<file path="config.mk">
export PLATFORM = sky130hd
export DESIGN_NAME = mux_rr_arbiter_flat
export DESIGN_NICKNAME = d
export VERILOG_FILES = /design/src/rtl/mux_rr_arbiter_if.sv /design/src/rtl/mux_rr_arbiter.sv /design/src/flat_wrapper.sv
export SDC_FILE = /design/constraint.sdc
export NUM_CORES = 1
export LEC_CHECK = 0
export ABC_AREA = 1
export BUFFER_PORTS_ARGS = -buffer_cell sky130_fd_sc_hd__buf_2
export CAP_MARGIN = 20
export CORE_MARGIN = 8
export CORE_UTILIZATION = 56
export DETAILED_ROUTE_END_ITERATION = 10
export GPL_TIMING_DRIVEN = 0
export HOLD_SLACK_MARGIN = 0.02
export PLACE_DENSITY = 0.88
export SLEW_MARGIN = 10
export SYNTH_ARGS = -nofsm -noshare
export SYNTH_HDL_FRONTEND = slang
export SYNTH_SLANG_ARGS = --single-unit
</file>
<file path="constraint.sdc">
create_clock -name clk -period 3.4 [get_ports clk]
set_input_delay 0.51 -clock clk [delete_from_list [all_inputs] [get_ports clk]]
set_output_delay 0.51 -clock clk [all_outputs]
set_load 0.1 [all_outputs]
</file>
<file path="src/rtl/mux_rr_arbiter_if.sv">
// Request/grant/data bundle between eight serial requesters and the
// round-robin mux arbiter.
interface mux_rr_arbiter_if;
    logic [7:0] req;
    logic [7:0] data_in;
    logic [7:0] grant;
    logic [2:0] sel;
    logic       active;
    logic       data_out;

    modport master (
        output req,
        output data_in,
        input  grant,
        input  sel,
        input  active,
        input  data_out
    );

    modport slave (
        input  req,
        input  data_in,
        output grant,
        output sel,
        output active,
        output data_out
    );
endinterface

</file>
<file path="src/rtl/mux_rr_arbiter.sv">
// Round-robin arbiter sharing an 8:1 bit-select mux among eight requesters.
// Define MUX_ARB_TIMEOUT_EN to bound each grant to MAX_HOLD cycles.
module mux_8x1 (
    input  logic [7:0] in,
    input  logic [2:0] sel,
    output logic       out
);
    assign out = in[sel];
endmodule

module mux_rr_arbiter #(
    parameter int unsigned MAX_HOLD = 16
) (
    input logic             clk,
    input logic             rst,
    mux_rr_arbiter_if.slave bus
);
    localparam logic [0:0] IDLE  = 1'b0;
    localparam logic [0:0] GRANT = 1'b1;

    if (MAX_HOLD < 2 || MAX_HOLD > 255) begin : g_bad_max_hold
        $error("MAX_HOLD must be in 2..255");
    end

    logic [0:0] state;
    logic [2:0] ptr;
    logic       timeout;
    logic [7:0] mask;
    logic [2:0] idx;
    logic [2:0] cand;
    logic       found;
    logic       hold;
    logic       take;
    logic [2:0] next_idx;
    logic       mux_out;

`ifdef MUX_ARB_TIMEOUT_EN
    logic [7:0] hold_cnt;

    assign timeout = (state == GRANT) && (hold_cnt == 8'(MAX_HOLD));
`else
    assign timeout = 1'b0;
`endif

    // A timed-out holder is masked so the others get a turn first.
    always_comb begin
        mask  = bus.req;
        idx   = '0;
        cand  = '0;
        found = 1'b0;
        if (timeout)
            mask[bus.sel] = 1'b0;
        for (int i = 0; i < 8; i++) begin
            idx = ptr + 3'(i);
            if (!found && mask[idx]) begin
                cand  = idx;
                found = 1'b1;
            end
        end
    end

    assign hold = (state == GRANT) && bus.req[bus.sel] && !timeout;

    // Lone timed-out requester is re-granted to itself.
    assign take     = found || (timeout && bus.req[bus.sel]);
    assign next_idx = found ? cand : bus.sel;

    always_ff @(posedge clk or posedge rst) begin
        if (rst) begin
            state      <= IDLE;
            ptr        <= '0;
            bus.grant  <= '0;
            bus.sel    <= '0;
            bus.active <= 1'b0;
        end else if (!hold) begin
            if (take) begin
                state      <= GRANT;
                ptr        <= next_idx + 3'd1;
                bus.grant  <= 8'b1 << next_idx;
                bus.sel    <= next_idx;
                bus.active <= 1'b1;
            end else begin
                state      <= IDLE;
                bus.grant  <= '0;
                bus.sel    <= '0;
                bus.active <= 1'b0;
            end
        end
    end

`ifdef MUX_ARB_TIMEOUT_EN
    always_ff @(posedge clk or posedge rst) begin
        if (rst)
            hold_cnt <= '0;
        else if (hold)
            hold_cnt <= hold_cnt + 8'd1;
        else if (take)
            hold_cnt <= 8'd1;
        else
            hold_cnt <= '0;
    end
`endif

    mux_8x1 u_mux (
        .in  (bus.data_in),
        .sel (bus.sel),
        .out (mux_out)
    );

    assign bus.data_out = mux_out & bus.active;
endmodule
</file>
<file path="src/flat_wrapper.sv">
// flat-port wrapper written by rule: the top's interface ports become plain ports
module mux_rr_arbiter_flat 
#(
    parameter int unsigned MAX_HOLD = 16
)
  (clk, rst, bus_req, bus_data_in, bus_grant, bus_sel, bus_active, bus_data_out);
  mux_rr_arbiter_if bus_i ();
  input logic clk;
  input logic rst;
  input wire logic [$bits(bus_i.req)-1:0] bus_req;
  input wire logic [$bits(bus_i.data_in)-1:0] bus_data_in;
  output wire logic [$bits(bus_i.grant)-1:0] bus_grant;
  output wire logic [$bits(bus_i.sel)-1:0] bus_sel;
  output wire logic [$bits(bus_i.active)-1:0] bus_active;
  output wire logic [$bits(bus_i.data_out)-1:0] bus_data_out;
  assign bus_i.req = bus_req;
  assign bus_i.data_in = bus_data_in;
  assign bus_grant = bus_i.grant;
  assign bus_sel = bus_i.sel;
  assign bus_active = bus_i.active;
  assign bus_data_out = bus_i.data_out;
  mux_rr_arbiter #(.MAX_HOLD(MAX_HOLD)) u_core (.clk(clk), .rst(rst), .bus(bus_i));
endmodule
</file>
# Yosys cells after proc, flatten, opt, wreduce, memory -nomap -nowiden
# Cells that the tools add are included.
# W data, S select, Z words.
dict set report totals {
  input_bits 18
  register_bits 15
  out_inout_bits 13
  word_cells 80
}
dict set report classes {
  muxes 40
  reduce_logical 16
  n_lt_le_gt_ge 9
  n_bitwise 2
  shifts 1
  addsub 8
}
# operator n
set ops {}
lappend ops {{$lt A3 B4 Y1 const B} 9}
lappend ops {{$bmux W1 S3} 10}
lappend ops {{$mux W3} 10}
lappend ops {{$mux W1} 19}
lappend ops {{$add A3 B3 Y3 const B} 4}
lappend ops {{$logic_and A1 B1 Y1} 8}
lappend ops {{$mux W8} 1}
lappend ops {{$shl A1 B3 Y8 const A} 1}
lappend ops {{$logic_not A1 Y1} 7}
lappend ops {{$add A3 B1 Y3 const B} 2}
lappend ops {{$add A3 B2 Y3 const B} 2}
lappend ops {{$reduce_and A2 Y1} 1}
lappend ops {{$and A1 B1 Y1} 1}
lappend ops {{$not A1 Y1} 1}

# Depth between registers and ports, before layout
dict set report logic_depth {
  ltp_word 27
  depth_mapped 21
  ltp_nobuf 20
}

# By module
# From an unflattened synthesis, not the netlist that was laid out.
dict set report hier_totals {
  hier_cells 257
  hier_area_um2 1654.1
}
# module seq_area_each_um2 area_per_inst_um2 cells_per_inst n_inst
set by_module_without_submodules {}
lappend by_module_without_submodules {mux_rr_arbiter 375.4 1544.0 229 1}
lappend by_module_without_submodules {mux_8x1 0.0 110.1 28 1}

# Least setup slack after synthesis
# No wires, ideal clock.
dict set report synth_timing {
  path_type {register -> output}
  startpoint {reg u_core.bus.sel[0]}
  endpoint {out bus_data_out}
  t_required_ns 2.890
  path_buffers 1
  path_slack_ns -0.299
  path_stages_with_launch 6
  t_arrival_ns 3.189
  path_cell_list {dfrtp_1 > clkbuf_1 > o21ai_0 > o22ai_1 > o21ai_0 > a31oi_1}
}
dict set report synth_between {
  elab_chain_len 3
}
# item line_no
set synth_lines {}
lappend synth_lines {{from (decl)} mux_rr_arbiter_if.sv:24} ;# output sel,
lappend synth_lines {{from (signal assigned)} mux_rr_arbiter.sv:80} ;# bus.sel <= next_idx;
lappend synth_lines {{$bmux W1 S3} mux_rr_arbiter.sv:8} ;# assign out = in[sel];
lappend synth_lines {{$mux W1 (not written as such)} mux_rr_arbiter.sv:8}
lappend synth_lines {{$and A1 B1 Y1} mux_rr_arbiter.sv:110} ;# assign bus.data_out = mux_out & bus.active;
lappend synth_lines {{to (decl)} flat_wrapper.sv:15} ;# output wire logic [$bits(bus_i.data_out)-1:0] bus_data_out;
# No other way between the ends. The select of a mux whose other input is x is not followed.

# Worst setup path after layout
dict set report layout_timing {
  startpoint {reg u_core.ptr[1]}
  endpoint {reg u_core.ptr[2]}
}
dict set report layout_between {
  elab_chain_len 26
  word_cells_on_any_way 56
  cone_classes {add/sub: 8; mux: 33; reduce/logical: 15}
}
# item line_no
set layout_lines {}
lappend layout_lines {{from (decl)} mux_rr_arbiter.sv:26} ;# logic [2:0] ptr;
lappend layout_lines {{from (signal assigned)} mux_rr_arbiter.sv:78} ;# ptr <= next_idx + 3'd1;
lappend layout_lines {{branches (longest 26 deep; another with $add A3 B1 Y3)} --}
# Several ways; the timed one is not identified. The select of a mux whose other input is x is not followed.
# A chain may end at the register's enable or synchronous reset.

==> results.py <==
metrics = {
    "placed_design": {
        "gp_congestion": 0.873,
        "dp_hpwl_um": 3270,
        "port_buffers": 30,
        "dp_cells": 310,
    },
    "finish": {
        "fin_nets": 310,
        "diodes": 0,
        "nFillCells": 250,
        "area_growth_syn_to_layout_pct": 14.8,
        "final_common_cell": "nand2_1",
        "final_cells": 315,
        "finish.utilization": 0.672,
        "final_cell_mix": "nand2_1, nand3_1, buf_2",
        "drive_gt1_frac": 0.243,
    },
    "synth": {
        "seq_area_frac_synth": 0.232,
        "yosys_warnings": 0,
        "synth_compound_area_frac": 0.0914,
        "synthTopCellsByArea": "dfrtp_1, nand2_1, nand3_1, nor2_1, inv_1",
        "synthSimpleGateAreaFrac": 0.490,
        "yosys.area.top_type_share": 0.232,
        "synth_top_family_by_area": "simple AND/OR/NAND/NOR gates",
        "synth-adder-area-share": 0.0542,
        "syn_avg_cell_area_sq_um": 6.49,
        "synth_area_leader_cell": "dfrtp_1",
        "netlist_instances": 249,
        "muxShareOfSynthArea": 0,
        "synth_xor_area_frac": 0.0310,
        "synth_cell_types": 33,
        "synth-seq-cells": 15,
        "syn-cell-area_sq_mm": 0.00162,
        "syn_nets": 274,
    },
    "timing": {
        "slew_violations": 0,
        "clock.fmax_ghz": 0.315,
        "hold_slack_ns": 0.259,
        "setup_violations": 0,
        "fin_crit_ns": 3.18,
        "period_share": 0.934,
        "max_slew_margin": 0.630,
        "finClkSkew_ns": 0.00145,
        "finalHoldViolations": 0,
        "worstMarginPinSlew_ns": 0.554,
    },
    "routing": {
        "ant_nets": 0,
        "drtIter0Drc": 98,
        "num_vias": 1713,
        "drt-pass1-iter-count": 4,
        "drc_errors": 0,
        "drt-total-wl_um": 4010,
        "vias_per_cell": 5.44,
        "wl_per_cell_um": 12.7,
    },
    "setup_path": {
        "path_class": "register to register",
        "path_cells": "buf_6 > inv_4 > ha_2 > inv_2 > nand3_1 > nand2_1 > nand2_1 > nand2_1 > inv_1 > o21ai_0 > nand2_1 > nand2_1 > nand3_1 > nor2_2 > inv_1 > ha_1 > ha_1 > nand2_1 > o21ai_2",
        "crit_path_max_incr_delay_ns": 0.41,
        "cp_slowest_cell": "dfrtp_1",
        "worst-endpoint-arrival_ns": 3.35,
        "r2r_cells": 19,
        "cp-startpoint": "u_core.ptr[1]",
        "path_common_cell": "nand2_1",
        "end_kind": "register",
        "regToRegStartpoint": "u_core.ptr[1]",
        "worstPathMaxFanout": 9,
        "startpoint_type": "register",
        "critPathRequiredTime_ns": 3.58,
    },
    "floorplan": {
        "die_h_um": 69.7,
        "start_util": 0.586,
        "io_pins": 31,
        "die_w_um": 69.7,
        "rows": 19,
        "core_sq_mm": 0.00276,
        "dieArea_sq_mm": 0.00486,
    },
    "clock_network": {
        "cts.clk_slew.worst_paths_ns": 0.08,
        "cts_htree_levels": 1,
        "root_buffer": "clkbuf_4",
        "cts_tree": "yes",
        "clk-insertion-delay-late_ns": 0.28,
        "numCtsBuffers": 3,
        "clock_sinks": 15,
        "ctsLongestPathBuffers": 2,
    },
    "job": {
        "drv_cap": 0,
    },
    "grt": {
        "grt_pass1_wl_um": 6880,
        "first_global_vias": 1709,
        "antenna_found_initial": 0,
        "grtUsageTotal": 0.162,
        "grt_max_degree": 16,
        "grt_overflow_total": 0,
    },
    "run_status": {
        "status": "completed",
    },
    "min_path": {
        "hold_path.class": "input port to async pin",
    },
}
==> state kept, by name (all words and copies together) (netlist names) <==
register / cells
u_core.bus.grant: 8
u_core.bus.sel: 3
u_core.ptr: 3
u_core.bus.active: 1
==> final timing paths <==
kind | slack, ns | endpoint
worst max-delay path | 0.22 | u_core.ptr[2]
max in group asynchronous | 2.77 | u_core.bus.grant[6]
min in group clk | 0.48 | u_core.bus.grant[2]
worst min register to register | 0.48 | u_core.bus.grant[2]
worst min-delay path | 0.26 | u_core.bus.sel[1]
worst max register to register | 0.22 | u_core.ptr[2]
==> synth_stat cells, drive strengths merged <==
cell,n
a21oi,2
a31oi,1
buf,5
clkbuf,1
clkinv,1
dfrtp,15
ha,7
inv,29
nand2,83
nand3,42
nand4,6
nor2,31
o21ai,17
o21bai,1
o221ai,2
o22ai,1
or2,1
xnor2,2
xor2,2
==> cell type report <==
class	instances	area, sq um	share of cell area
buffer	6	50.0	0.0270
sequential	15	375	0.202
tap	31	38.8	0.0209
timing repair buffer	31	158	0.0850
clock buffer	4	26.3	0.0142
multi-input combinational	198	1090	0.588
inverter	30	115	0.0621
==> stage by stage <==
stage | setup WS (ns) | instance area [sq um] | TNS [ns]
after global routing | -0.00205 | 1850 | -0.00205
after detailed placement | 0.106 | 1810 | 0
final | 0.223 | 1850 | 0
after CTS | 0.0855 | 1840 | 0
after global placement | 0.155 | 1810 | 0
after floorplan | 0.251 | 1620 | 0
==> timing repair <==
item	in CTS	in global routing
hold buffers	0	0
setup buffers	0	1
setup endpoints to repair	0	5
gates resized for setup	0	5
==> metal layers <==
metal  global-route usage  vias to the layer above  share of wire
li1                     -                      874              -
met1                0.182                      780           0.43
met2                0.311                       52           0.53
met3              0.00429                        7          0.034
met4               0.0603                        0          0.011
met5                    0                        -              0
==> worst max-delay path, delay by kind of cell, from the launching register on <==
family / cells / cell delay (ns)
buffers and inverters: 5 / 0.59
and+or+nand+nor: 9 / 1.03
AOI/OAI and AO/OA: 2 / 0.23
adders and majority gates: 3 / 0.81
DFF: 1 / 0.41
==> cells by family after synthesis <==
| family | after synthesis |
|---|---|
| simple gates | 163 |
| buf+inv | 36 |
| compound gates | 24 |
| flops | 15 |
| fa+ha+maj | 7 |
| xor+xnor | 4 |
Power is left out: the tool's default activity adds up to more than one toggle a clock period on the data nets, which glitch-free logic cannot reach.
